**config.mk**
```make
export PLATFORM = sky130hd
export DESIGN_NAME = skolem_chk_cex_buf
export DESIGN_NICKNAME = d
export VERILOG_FILES = /design/src/rtl/skolem_chk_cex_buf.sv
export SDC_FILE = /design/constraint.sdc
export NUM_CORES = 1
export LEC_CHECK = 0
export BUFFER_PORTS_ARGS = -buffer_cell sky130_fd_sc_hd__buf_2
export CORE_AREA = 5 5 42 44
export CTS_CLUSTER_SIZE = 12
export DETAILED_ROUTE_END_ITERATION = 12
export DIE_AREA = 0 0 47 49
export GPL_TIMING_DRIVEN = 1
export PLACE_DENSITY = 0.53
export SLEW_MARGIN = 20
export SYNTH_ARGS = -nofsm -noshare
export SYNTH_HDL_FRONTEND = slang
export SYNTH_SLANG_ARGS = --single-unit
```
**constraint.sdc**
```tcl
create_clock -name clk -period 1 [get_ports clk]
set_input_delay 0.1 -clock clk [delete_from_list [all_inputs] [get_ports clk]]
set_output_delay 0.1 -clock clk [all_outputs]
set_load 0.02 [all_outputs]
```
**src/rtl/skolem_chk_cex_buf.sv**
```systemverilog
// One-deep valid/ready holding register for counterexamples {x, y}.
module skolem_chk_cex_buf #(
  parameter int NX = 3,
  parameter int NY = 3
) (
  input  logic          clk,
  input  logic          rst_n,
  input  logic          i_load,
  input  logic [NX-1:0] i_x,
  input  logic [NY-1:0] i_y,
  input  logic          i_ready,
  output logic          o_free,
  output logic          o_valid,
  output logic [NX-1:0] o_x,
  output logic [NY-1:0] o_y
);

  logic          r_valid;
  logic [NX-1:0] r_x;
  logic [NY-1:0] r_y;

  // Free also when the held entry is leaving this very cycle.
  assign o_free  = !r_valid || i_ready;
  assign o_valid = r_valid;
  assign o_x     = r_x;
  assign o_y     = r_y;

  always_ff @(posedge clk or negedge rst_n) begin
    if (!rst_n) begin
      r_valid <= 1'b0;
      r_x     <= '0;
      r_y     <= '0;
    end else if (i_load) begin
      r_valid <= 1'b1;
      r_x     <= i_x;
      r_y     <= i_y;
    end else if (i_ready) begin
      r_valid <= 1'b0;
    end
  end

endmodule

```
==> results.json <==
{
  "fin_nets": 48,
  "cp.arrival_ns": 0.87,
  "worst_pin_slew_ns": 0.233,
  "skew_ns": 0,
  "ys_types": 4,
  "synthToLayoutAreaGrowth_pct": 47.2,
  "placed_cell_area_um2": 383,
  "fin_crit_ns": 0.967,
  "synthXorXnorAreaFrac_pct": 0,
  "hold_class": "primary input to flip-flop",
  "cts_max_level": 1,
  "synth-simple-area-share_pct": 4.33,
  "cts_setup_buffers": 0,
  "clock-sinks": 7,
  "cts_tree": "built",
  "leakage_nw": 0.223,
  "synth_top_family_by_area": "multiplexers",
  "ys_seq_elements": 7,
  "ctsRootBufferMaster": "clkbuf_4",
  "yosys_warnings": 0,
  "antenna_found_initial": 0,
  "worst-endpoint-required_ns": 0.90,
  "status": "finished, final reports clean",
  "min_from": "i_x[0]",
  "detail-route-antenna-nets": 0,
  "fmax_mhz": 1030,
  "yosysTopAreaCellShare_pct": 60.6,
  "synth_area_leaders": "dfrtp_1, mux2_4, nand2b_1, buf_6",
  "wire_per_inst_um": 12.1,
  "clkLatencyLatePin_ns": 0.25,
  "core_region_area_um2": 1400,
  "cp-start-kind": "flip-flop",
  "synth_compound_area_share_pct": 0,
  "hpwl_um": 459,
  "placed_cells": 48,
  "holdPathStages": 2,
  "finalWirelength_um": 639,
  "dieArea_um2": 2300,
  "worstPathMaxFanout": 2,
  "rsz0062_at_grt": "true",
  "reg2reg_slack_ns": 0.23,
  "synth-seq-area-share_pct": 60.6,
  "p_per_area_nw_per_um2": 1730,
  "fin_area_um2": 425,
  "synth_fa_ha_area_share_pct": 0,
  "setup_violations": 0,
  "timing.rr.end": "o_y[2]",
  "first_global_vias": 243,
  "cts-buffers-inserted": 3,
  "path_clk_slew_ns": 0.05,
  "critPathKind": "flip-flop to primary output",
  "gp_congestion": 0.615,
  "via_per_inst": 3.94,
  "hold_viol_final": 0,
  "setup.worst_path.end_class": "primary output",
  "max_cap_violations": 0,
  "grt_pass1_wl_um": 1060,
  "grt_max_degree": 8,
  "maxSlewViolCount": 0,
  "start_util_pct": 20.6,
  "vias": 209,
  "synth_mux_area_share_pct": 31.2,
  "synthCells": 16,
  "post-layout-total-power_uw": 734,
  "min_period_over_period_pct": 96.7,
  "finalNonFillerCells": 53,
  "synth_nets": 26,
  "max-slew-margin-rel_pct": 84.5,
  "syn_area_per_cell_um2": 18.1,
  "track_usage_pct": 7.10,
  "io_buffers": 17,
  "holdPathEnd": "o_x[0]",
  "die_h_um": 49,
  "r2r_cells": 1,
  "drive_gt1_share_pct": 70.3,
  "overflow": 0,
  "tns_ns": 0,
  "ir_drop_mv": 0.616,
  "r2r_start": "o_y[2]",
  "antenna_cells": 0,
  "fillers": 154,
  "clockBufferDepth": 2,
  "rows": 14,
  "syn-cell-area_um2": 289,
  "die_w_um": 47,
  "first_pass_iters": 4,
  "hold_ws_ns": 0.0770,
  "drc": 0,
  "ios": 18,
  "drt_iter0_markers": 1,
  "yosysTopAreaCell": "dfrtp_1"
}
-- synthesized netlist by cell type, drive strengths merged --
library cell,number
buf,1
dfrtp,7
mux2,6
nand2b,2
-- layout by cell type, fill, tap and decap left out --
| cell | n |
|---|---|
| dlygate4sd3_1 | 1 |
| mux2_4 | 6 |
| buf_2 | 16 |
| clkbuf_1 | 1 |
| clkbuf_4 | 3 |
| dfrtp_1 | 7 |
| buf_6 | 1 |
| nand2b_1 | 2 |
-- layout make-up --
type / count / area, um^2 / share of cell area, %
Clock buffer: 4 / 26.3 / 6.18
Multi-Input combinational cell: 8 / 103 / 24.1
Sequential cell: 7 / 175 / 41.2
Tap cell: 16 / 20.0 / 4.71
Timing Repair Buffer: 18 / 101 / 23.8
-- repair_timing --
item                       4_1_cts  5_1_grt
gates resized for setup          0        2
hold buffers                     1        0
setup endpoints to repair        0        1
hold endpoints to repair         7        0
-- through the flow --
stage | util, % | setup WS [ns]
after detailed placement | 27.3 | 0.222
after CTS | 29.9 | 0.00477
after floorplan | - | 0.139
after global placement | 27.3 | 0.227
final | 30.4 | 0.0325
after global routing | 30.4 | -0.0324
-- routing by layer --
metal  GRT usage [%]  part of all wire [%]  vias up
li1                -                     -       95
met1            7.45                    41       98
met2            9.73                    45       13
met3            3.32                   9.1        3
met4            6.91                   4.4        0
met5               0                     0        -
-- report_power, final --
| group | switching (mW) | total, mW | leakage, nW | internal, mW |
|---|---|---|---|---|
| combinational | 0.0764 | 0.153 | 0.127 | 0.0762 |
| sequential | 0.0132 | 0.324 | 0.0809 | 0.311 |
| clock | 0.105 | 0.258 | 0.0150 | 0.152 |
| total | 0.195 | 0.734 | 0.223 | 0.539 |
-- sequential cells by signal, indices dropped and copies added, names as in the netlist --
signal / cells
o_x: 3
o_y: 3
o_valid: 1
-- logic make-up (layout without fill, tap and decap cells) --
group	Yosys count	count (layout)
simple gates	2	2
mux	6	6
buf+inv	1	22
flops	7	7
-- worst max path at each step --
stage | start | to | cells past startpoint
2_1_floorplan | o_valid | o_valid | 2
4_1_cts | o_valid | o_free | 2
6_report | o_valid | o_free | 2
3_3_place_gp | i_load | o_y[0] | 2
5_1_grt | o_valid | o_free | 2
3_5_place_dp | i_load | o_y[2] | 2
-- worst max-delay path, cell delays in order (launching register included) --
cell      delay (ns)
dfrtp_1         0.37
nand2b_1        0.11
buf_6           0.13
No activity file was read; power rests on OpenSTA's default activity.
